<file path="config.mk">
export PLATFORM = sky130hd
export DESIGN_NAME = coin_serial_tx_flat
export DESIGN_NICKNAME = d
export VERILOG_FILES = /design/src/rtl/coin_serial_tx_if.sv /design/src/rtl/coin_serial_tx.sv /design/src/flat_wrapper.sv
export SDC_FILE = /design/constraint.sdc
export NUM_CORES = 1
export LEC_CHECK = 0
export ABC_AREA = 1
export CAP_MARGIN = 15
export CORE_MARGIN = 3
export CORE_UTILIZATION = 53
export DETAILED_ROUTE_END_ITERATION = 12
export PLACE_DENSITY = 0.76
export SLEW_MARGIN = 15
export SYNTH_ARGS = -nofsm -noshare
export SYNTH_HDL_FRONTEND = slang
export SYNTH_SLANG_ARGS = --single-unit
</file>
<file path="constraint.sdc">
create_clock -name clk -period 2.2 [get_ports clk]
set_clock_uncertainty 0.1 [all_clocks]
set_input_delay 0.66 -clock clk [delete_from_list [all_inputs] [get_ports clk]]
set_output_delay 0.66 -clock clk [all_outputs]
set_load 0.05 [all_outputs]
</file>
<file path="src/rtl/coin_serial_tx_if.sv">
// Coin request channel between a request source and coin_serial_tx.
//   coin_valid : request present (source -> transmitter)
//   coin_type  : 0=penny, 1=nickel, 2=dime, 3=quarter (source -> transmitter)
//   coin_ready : transmitter queue can accept a request (transmitter -> source)
// A request transfers on the rising clock edge where coin_valid && coin_ready.
interface coin_serial_tx_if;
  logic       coin_valid;
  logic [1:0] coin_type;
  logic       coin_ready;

  modport master (output coin_valid, output coin_type, input coin_ready);
  modport slave  (input coin_valid, input coin_type, output coin_ready);
endinterface

</file>
<file path="src/rtl/coin_serial_tx.sv">
// Coin acceptor emulator: queues coin-insert requests and sends each one as a
// FRAME_W-bit coin frame, LSB first, one bit per clock on serialOut/enable.
// enable drops for the first bit of every frame, and for one FLUSH cycle after
// the last frame of a burst, so the receiver can commit the frame just sent.
// Ports:
//   clk         : single clock, rising edge
//   reset       : asynchronous, active-low
//   req         : coin request channel (slave side: coin_valid/coin_type in, coin_ready out)
//   serialOut   : frame data bit, registered
//   enable      : frame strobe, registered; low marks a frame boundary
//   busy        : high while sending/flushing or while requests are queued
//   frames_sent : completed frame count, wraps 255 -> 0
module coin_serial_tx #(
  parameter int                 FRAME_W      = 12,
  parameter int                 FIFO_DEPTH   = 4,
  parameter logic [FRAME_W-1:0] PENNY_CODE   = 12'b1011_1100_0000,
  parameter logic [FRAME_W-1:0] NICKEL_CODE  = 12'b1101_0000_0000,
  parameter logic [FRAME_W-1:0] DIME_CODE    = 12'b1011_0000_0000,
  parameter logic [FRAME_W-1:0] QUARTER_CODE = 12'b1110_1111_0000
) (
  input  logic                   clk,
  input  logic                   reset,
  coin_serial_tx_if.slave        req,
  output logic                   serialOut,
  output logic                   enable,
  output logic                   busy,
  output logic [7:0]             frames_sent
);

  localparam int PTR_W = $clog2(FIFO_DEPTH);
  localparam int CNT_W = $clog2(FIFO_DEPTH + 1);
  localparam int IDX_W = $clog2(FRAME_W);
  localparam logic [IDX_W-1:0] LAST_BIT = IDX_W'(FRAME_W - 1);
  localparam logic [CNT_W-1:0] FULL_CNT = CNT_W'(FIFO_DEPTH);

  typedef enum logic [1:0] {IDLE, SEND, FLUSH} state_t;

  state_t             state;
  logic [FRAME_W-1:0] fifoMem [FIFO_DEPTH];
  logic [PTR_W-1:0]   wrPtr;
  logic [PTR_W-1:0]   rdPtr;
  logic [CNT_W-1:0]   count;
  logic [FRAME_W-1:0] shiftReg;
  logic [IDX_W-1:0]   bitIdx;
  logic               full;
  logic               empty;
  logic               push;
  logic               pop;
  logic [FRAME_W-1:0] pushCode;
  logic [FRAME_W-1:0] popCode;

  // The occupancy count is kept apart from the pointers so full and empty are
  // never ambiguous. A new frame may load whenever the line is not mid-frame,
  // or on the last bit of the current frame, which gives back-to-back frames.
  always_comb begin
    full     = (count == FULL_CNT);
    empty    = (count == '0);
    push     = req.coin_valid && !full;
    pop      = !empty && ((state != SEND) || (bitIdx == LAST_BIT));
    busy     = (state != IDLE) || !empty;
    popCode  = fifoMem[rdPtr];
    pushCode = PENNY_CODE;
    case (req.coin_type)
      2'd0:    pushCode = PENNY_CODE;
      2'd1:    pushCode = NICKEL_CODE;
      2'd2:    pushCode = DIME_CODE;
      default: pushCode = QUARTER_CODE;
    endcase
  end

  // Ready depends only on fullness, so a pop in the same cycle never re-opens it.
  assign req.coin_ready = !full;

  // Queue storage holds the already-mapped code, so later coin_type changes
  // cannot alter a queued frame.
  always_ff @(posedge clk) begin
    if (push) begin
      fifoMem[wrPtr] <= pushCode;
    end
  end

  // Queue pointers wrap naturally because the depth is a power of two.
  always_ff @(posedge clk or negedge reset) begin
    if (!reset) begin
      wrPtr <= '0;
      rdPtr <= '0;
      count <= '0;
    end else begin
      if (push) begin
        wrPtr <= wrPtr + 1'b1;
      end
      if (pop) begin
        rdPtr <= rdPtr + 1'b1;
      end
      case ({push, pop})
        2'b10:   count <= count + 1'b1;
        2'b01:   count <= count - 1'b1;
        default: ;
      endcase
    end
  end

  // Line FSM. Outputs are registered: the value loaded at an edge is the value
  // driven for the cycle that edge starts. Any pop starts a frame's bit 0 with
  // enable low; otherwise the state decides what the line shows.
  always_ff @(posedge clk or negedge reset) begin
    if (!reset) begin
      state       <= IDLE;
      bitIdx      <= '0;
      shiftReg    <= '0;
      serialOut   <= 1'b0;
      enable      <= 1'b1;
      frames_sent <= '0;
    end else begin
      if ((state == SEND) && (bitIdx == LAST_BIT)) begin
        frames_sent <= frames_sent + 8'd1;
      end
      if (pop) begin
        state     <= SEND;
        bitIdx    <= '0;
        serialOut <= popCode[0];
        shiftReg  <= popCode >> 1;
        enable    <= 1'b0;
      end else begin
        case (state)
          SEND: begin
            if (bitIdx == LAST_BIT) begin
              state     <= FLUSH;
              serialOut <= 1'b0;
              enable    <= 1'b0;
            end else begin
              bitIdx    <= bitIdx + 1'b1;
              serialOut <= shiftReg[0];
              shiftReg  <= shiftReg >> 1;
              enable    <= 1'b1;
            end
          end
          default: begin
            state     <= IDLE;
            serialOut <= 1'b0;
            enable    <= 1'b1;
          end
        endcase
      end
    end
  end

endmodule

</file>
<file path="src/flat_wrapper.sv">
// flat-port wrapper written by rule: the top's interface ports become plain ports
module coin_serial_tx_flat 
#(
  parameter int                 FRAME_W      = 12,
  parameter int                 FIFO_DEPTH   = 4,
  parameter logic [FRAME_W-1:0] PENNY_CODE   = 12'b1011_1100_0000,
  parameter logic [FRAME_W-1:0] NICKEL_CODE  = 12'b1101_0000_0000,
  parameter logic [FRAME_W-1:0] DIME_CODE    = 12'b1011_0000_0000,
  parameter logic [FRAME_W-1:0] QUARTER_CODE = 12'b1110_1111_0000
)
  (clk, reset, serialOut, enable, busy, frames_sent, req_coin_valid, req_coin_type, req_coin_ready);
  coin_serial_tx_if req_i ();
  input  logic clk;
  input  logic reset;
  output logic serialOut;
  output logic enable;
  output logic busy;
  output logic [7:0] frames_sent;
  input wire logic [$bits(req_i.coin_valid)-1:0] req_coin_valid;
  input wire logic [$bits(req_i.coin_type)-1:0] req_coin_type;
  output wire logic [$bits(req_i.coin_ready)-1:0] req_coin_ready;
  assign req_i.coin_valid = req_coin_valid;
  assign req_i.coin_type = req_coin_type;
  assign req_coin_ready = req_i.coin_ready;
  coin_serial_tx #(.FRAME_W(FRAME_W), .FIFO_DEPTH(FIFO_DEPTH), .PENNY_CODE(PENNY_CODE), .NICKEL_CODE(NICKEL_CODE), .DIME_CODE(DIME_CODE), .QUARTER_CODE(QUARTER_CODE)) u_core (.clk(clk), .reset(reset), .req(req_i), .serialOut(serialOut), .enable(enable), .busy(busy), .frames_sent(frames_sent));
endmodule
</file>
Word level (Yosys, flattened, before mapping)
Memories as Yosys holds them, arrays and structs flattened.
Index checks and enable logic that the tools add are counted.
{"block": "word_totals", "reg_bits": 35, "mem_bits_rw": 44, "inputBits": 5, "out_inout_bits": 12, "elab_cells": 58, "n_memories": 1}
{"block": "classes", "add_sub_neg": 6, "n_eq_ne": 10, "muxes": 19, "n_reduce_logical": 13}
{"memory": "u_core.fifoMem", "depth": 4, "width": 11, "rd": 1, "rd_clocked_by_memory_dff": 0, "write_ports": 1, "line": "coin_serial_tx.sv:39", "rtl": "logic [FRAME_W-1:0] fifoMem [FIFO_DEPTH];"}
{"op": "two-way mux 12 bit", "count": 3}
{"op": "one-hot mux 11 bit (3 select lines)", "count": 1}
{"op": "two-way mux 4 bit", "count": 3}
{"op": "adder 8 x 1 -> 8 bit, second input constant", "count": 1}
{"op": "two-way mux 1 bit", "count": 8}
{"op": "== test 2 x 1 -> 1 bit, second input constant", "count": 3}
{"op": "two-way mux 2 bit", "count": 3}
{"op": "one-hot mux 3 bit (2 select lines)", "count": 1}
{"op": "nonzero test 2 bit", "count": 3}
{"op": "adder 2 x 1 -> 2 bit, second input constant", "count": 2}
{"op": "adder 4 x 1 -> 4 bit, second input constant", "count": 1}
{"op": "== test 2 bit, second input constant", "count": 2}
{"op": "== test 4 bit, second input constant", "count": 1}
{"op": "inequality test 2 x 1 -> 1 bit, second input constant", "count": 2}
{"op": "adder 3 x 1 -> 3 bit, second input constant", "count": 1}
{"op": "== test 3 bit, second input constant", "count": 1}
{"op": "logical AND 1 bit", "count": 3}
{"op": "zero test 3 bit", "count": 1}
{"op": "inequality test 3 x 2 -> 1 bit, second input constant", "count": 1}
{"op": "subtractor 3 x 1 -> 3 bit, second input constant", "count": 1}
{"op": "zero test 1 bit", "count": 2}
{"op": "zero test 2 bit", "count": 1}
{"op": "logical OR 1 bit", "count": 2}
{"op": "AND reduction 2 bit", "count": 1}

Depth between registers and ports, before layout
{"block": "logic_depth", "word_depth": 5, "ltp_mapped": 11, "depth_no_buf": 11}

Worst setup path after synthesis
No wires, ideal clock.
{"block": "synth_path", "path_kind": "flip-flop to flip-flop", "from": "register u_core.count[0]", "to": "register u_core.count[2]", "setup_time_ps": 79, "arrival_time_ps": 2305, "t_required_ps": 2021, "setup_slack_ps": -285, "path_stages_with_launch": 10, "path_buffers": 0, "synth_period_minus_slack_ps": 2485, "cell_sequence": "dfrtp_1 > inv_1 > nand3_1 > nand2_2 > ha_1 > inv_1 > fa_1 > or2_2 > nand2_1 > xor2_1"}
{"block": "synth_between", "elab_chain_len": 5, "elab_cells_between_ends": 12, "classes_between": "add/sub (2); eq/ne (3); mux (1); reduce/logical (6)"}
{"element": "from (decl)", "line": "coin_serial_tx.sv:42", "rtl": "logic [CNT_W-1:0] count;"}
{"element": "from (signal assigned)", "line": "coin_serial_tx.sv:96", "rtl": "2'b10: count <= count + 1'b1;"}
{"element": "from (signal assigned)", "line": "coin_serial_tx.sv:97", "rtl": "2'b01: count <= count - 1'b1;"}
{"element": "== test 3 bit *", "line": "coin_serial_tx.sv:56", "rtl": "full = (count == FULL_CNT);"}
{"element": "zero test 1 bit *"}
{"element": "net req_coin_ready", "line": "flat_wrapper.sv:21", "rtl": "output wire logic [$bits(req_i.coin_ready)-1:0] req_coin_ready;"}
{"element": "logical AND 1 bit *", "line": "coin_serial_tx.sv:58", "rtl": "push = req.coin_valid && !full;"}
{"element": "== test 2 x 1 -> 1 bit / == test 2 bit (equally long branches)", "line": "coin_serial_tx.sv:95", "rtl": "case ({push, pop})"}
{"element": "one-hot mux 3 bit (2 select lines) / nonzero test 2 bit (equally long branches)"}
Mark *: on every way through the listed nets, which the timed path passes. The rest lies on a longest branch.
A chain may end at the register's enable or synchronous reset.

Worst setup path in the final report
{"block": "layout_path", "from": "register u_core.count[0]", "to": "output busy"}
{"block": "layout_between", "elab_chain_len": 3}
{"element": "zero test 3 bit", "line": "coin_serial_tx.sv:57", "rtl": "empty = (count == '0);"}
{"element": "zero test 1 bit", "line": "coin_serial_tx.sv:60", "rtl": "busy = (state != IDLE) || !empty;"}
{"element": "logical OR 1 bit", "line": "coin_serial_tx.sv:60"}
{"element": "to (decl)", "line": "flat_wrapper.sv:17", "rtl": "output logic busy;"}
No other way between the ends.

==> run_results.csv <==
group,metric,value,unit
run_status,status,"finished, final reports clean",
clocking,clkSinkCount,54,
worst_setup_path,path_buf_inv,4,
power,p_int,2.21,mW
timing,tightest_slew,0.408,ns
floorplanning,die_area,5770,um2
route,postRouteAntennaNets,0,
clocking,cts_max_level,2,
cells_and_area,syn2layout_area_growth,17.7,%
power,netSwitchingFraction,0.403,
clocking,cts_buffers,5,
global_route,grt_start_max_net_pins,23,
clocking,cts_tree,"yes",
cells_and_area,final_core_util,0.674,
hold_path,hp-start,"u_core.count[1]",
power,p_sw,1.49,mW
route,via_count,1856,
global_route,antenna_found_initial,0,
route,drt_pre_antenna_iters,4,
cells_and_area,design_area,3050,um2
cells_and_area,layout_commonest_cell,"nand2_1",
route,drtIter0Drc,91,
global_route,grt_pass1_wl,7.67,mm
placement,place_inst,372,
worst_setup_path,rr_endpoint,"u_core.count[2]",
worst_setup_path,path_common_cell,"inv_2",
logic_synthesis,ys_types,30,
clocking,insertion_delay,0.30,ns
logic_synthesis,ys.flop_type,"dfrtp_1",
floorplanning,die-height,76.0,um
timing,slew_headroom,0.728,
logic_synthesis,synthCells,280,
power,comb_power_share,0.430,
logic_synthesis,synthArstFlopShare,0.630,
power,clkPwrFrac,0.141,
placement,pre_cts_ws,-0.225,ns
power,p_seq_frac,0.429,
cells_and_area,final_cell_mix,"76 x nand2_1, 46 x inv_1, 35 x nand3_1, 33 x dfrtp_1, 30 x buf_4",
power,powerDensity,1210,nW/um2
floorplanning,rows,24,
worst_setup_path,critPathArrivalTime,1.37,ns
timing,slew_violations,0,
timing,max_clock_freq,0.470,GHz
worst_setup_path,cp_max_fo,5,
placement,portBuffers,16,
power,power.total,3.70,mW
worst_setup_path,cp-end-kind,"output pin",
route,drc_errors,0,
timing,worst_slack,0.0734,ns
route,wl_per_cell,11.4,um
worst_setup_path,start_kind,"flip-flop",
timing,min_period_over_period,0.967,
global_route,grt_pass1_vias,1714,
timing,setup_violations,0,
cells_and_area,num_antenna_cells,0,
worst_setup_path,crit_chain,"inv_2 -> nand3_4 -> buf_4 -> inv_2 -> nand3_1 -> buf_6",
worst_setup_path,critPathMaxStageDelay,0.42,ns
hold_path,holdPathStages,2,
clocking,path_clk_slew,0.09,ns
timing,holdWs,0.407,ns
cells_and_area,fill_cells,357,
floorplanning,boundaryPins,17,
worst_setup_path,r2r_start,"u_core.bitIdx[1]",
global_route,overflow,0,
logic_synthesis,yosys_warnings,0,
logic_synthesis,synth_nets,296,
hold_path,min-delay-path-class,"reg2reg",
worst_setup_path,ff2ff_setup_slack,0.17,ns
timing,period_needed,2.13,ns
clocking,cts_hold_buf,0,
clocking,clockBufferDepth,2,
logic_synthesis,synth_edf_count,20,
timing,tns,0,ns
worst_setup_path,cp.required,1.44,ns
placement,hpwl,3.21,mm
floorplanning,start_util,0.572,
hold_path,min_to,"u_core.count[1]",
global_route,track_usage,0.166,
worst_setup_path,cp_slowest_cell,"dfrtp_1",
timing,hold_violations,0,
worst_setup_path,setup.worst_path.class,"reg2out",
route,viasPerCell,4.83,
run,cap_violations,0,
power,p_leak,1.50,nW
logic_synthesis,ys_ff_latch,54,
placement,gp_congestion,0.758,
clocking,root_buffer,"clkbuf_8",
floorplanning,design.core.area,4530,um2
worst_setup_path,r2r_cells,11,
floorplanning,die_x,76.0,um
logic_synthesis,syn_area,2590,um2
cells_and_area,fin_nets,334,
cells_and_area,drive_gt1_frac,0.197,
logic_synthesis,seq_area_frac_synth,0.560,
logic_synthesis,syn-mean-instance-area,9.27,um2
worst_setup_path,path_delay_family,"buffers and inverters",
route,routed_wl,4.36,mm
placement,placed_area,2920,um2
power,peakVddDrop,0.000980,V
cells_and_area,fin_cells,384,
## synth_stat cells (3+ instances only)
master | instances | area share
a21oi_1 | 3 | 0.0058
nand2_1 | 77 | 0.11
dfrtp_1 | 33 | 0.32
inv_1 | 49 | 0.071
nand3_1 | 36 | 0.069
xnor2_1 | 4 | 0.013
buf_2 | 3 | 0.0058
xor2_1 | 4 | 0.013
inv_2 | 3 | 0.0043
nor2_1 | 10 | 0.014
ha_1 | 10 | 0.048
o21ai_0 | 5 | 0.0096
edfxtp_1 | 20 | 0.23
## sequential cells by signal, summed over array words and instances (netlist names)
signal	cells
u_core.wrPtr	2
u_core.serialOut	1
u_core.shiftReg	11
u_core.bitIdx	4
u_core.rdPtr	2
u_core.frames_sent	8
u_core.state	2
u_core.count	3
u_core.fifoMem	20
u_core.enable	1
## tightest hold or removal path, cell delays in order, from the launching register on
cell     delay (ns)
dfrtp_1        0.37
nand2_1        0.05
o21ai_0        0.06
## logic make-up (layout without fill, tap and decap cells)
| group | after synthesis | in the layout | share of synthesized area |
|---|---|---|---|
| simple gates | 137 | 137 | 0.241 |
| xor+xnor | 8 | 8 | 0.0270 |
| compound gates | 12 | 12 | 0.0255 |
| buf+inv | 58 | 97 | 0.0906 |
| fa+ha+maj | 11 | 11 | 0.0559 |
| flops | 54 | 54 | 0.560 |
## per-layer routing
layer	part of all wire	global-route usage
met1	0.44	0.212
met4	0.011	0.0543
met2	0.51	0.278
met5	0	0
met3	0.039	0.0402
## power by group through the flow
stage | Combinational [mW] | Clock, mW | Sequential [mW]
6_report | 1.59 | 0.522 | 1.59
4_1_cts | 1.54 | 0.535 | 1.59
3_5_place_dp | 1.53 | 0 | 1.60
3_3_place_gp | 1.48 | 0 | 1.59
2_1_floorplan | 0.994 | 0 | 1.67
5_1_grt | 1.81 | 0.585 | 1.62
## worst max path at each step
stage / slack, ns / startpoint / endpoint / depth (start not counted)
CTS: 0.01 / u_core.count[2] / busy / 6
global placement: -0.18 / req_coin_valid / u_core.count[2] / 8
finish: 0.07 / u_core.count[0] / busy / 6
floorplan: 0.009 / u_core.bitIdx[0] / u_core.count[2] / 11
detailed placement: -0.22 / req_coin_valid / u_core.count[2] / 8
global route: -0.005 / u_core.count[0] / busy / 6
## timing repair
| item | CTS | global route |
|---|---|---|
| setup endpoints to repair | 2 | 2 |
| resized for setup | 3 | 6 |
| pin swaps | 0 | 1 |
| endpoints found under the hold margin | 0 | 0 |
| buffers inserted | 0 | 4 |
## layout make-up
class                           count  area [um2]  area share
Sequential cell                    54        1450       0.476
Multi-Input combinational cell    168         937       0.307
Timing Repair Buffer               36         297      0.0971
Inverter                           53         201      0.0660
Tap cell                           65        81.3      0.0266
Clock buffer                        5        68.8      0.0225
Clock inverter                      3        16.3     0.00533
(Power assumes the default switching activity.)
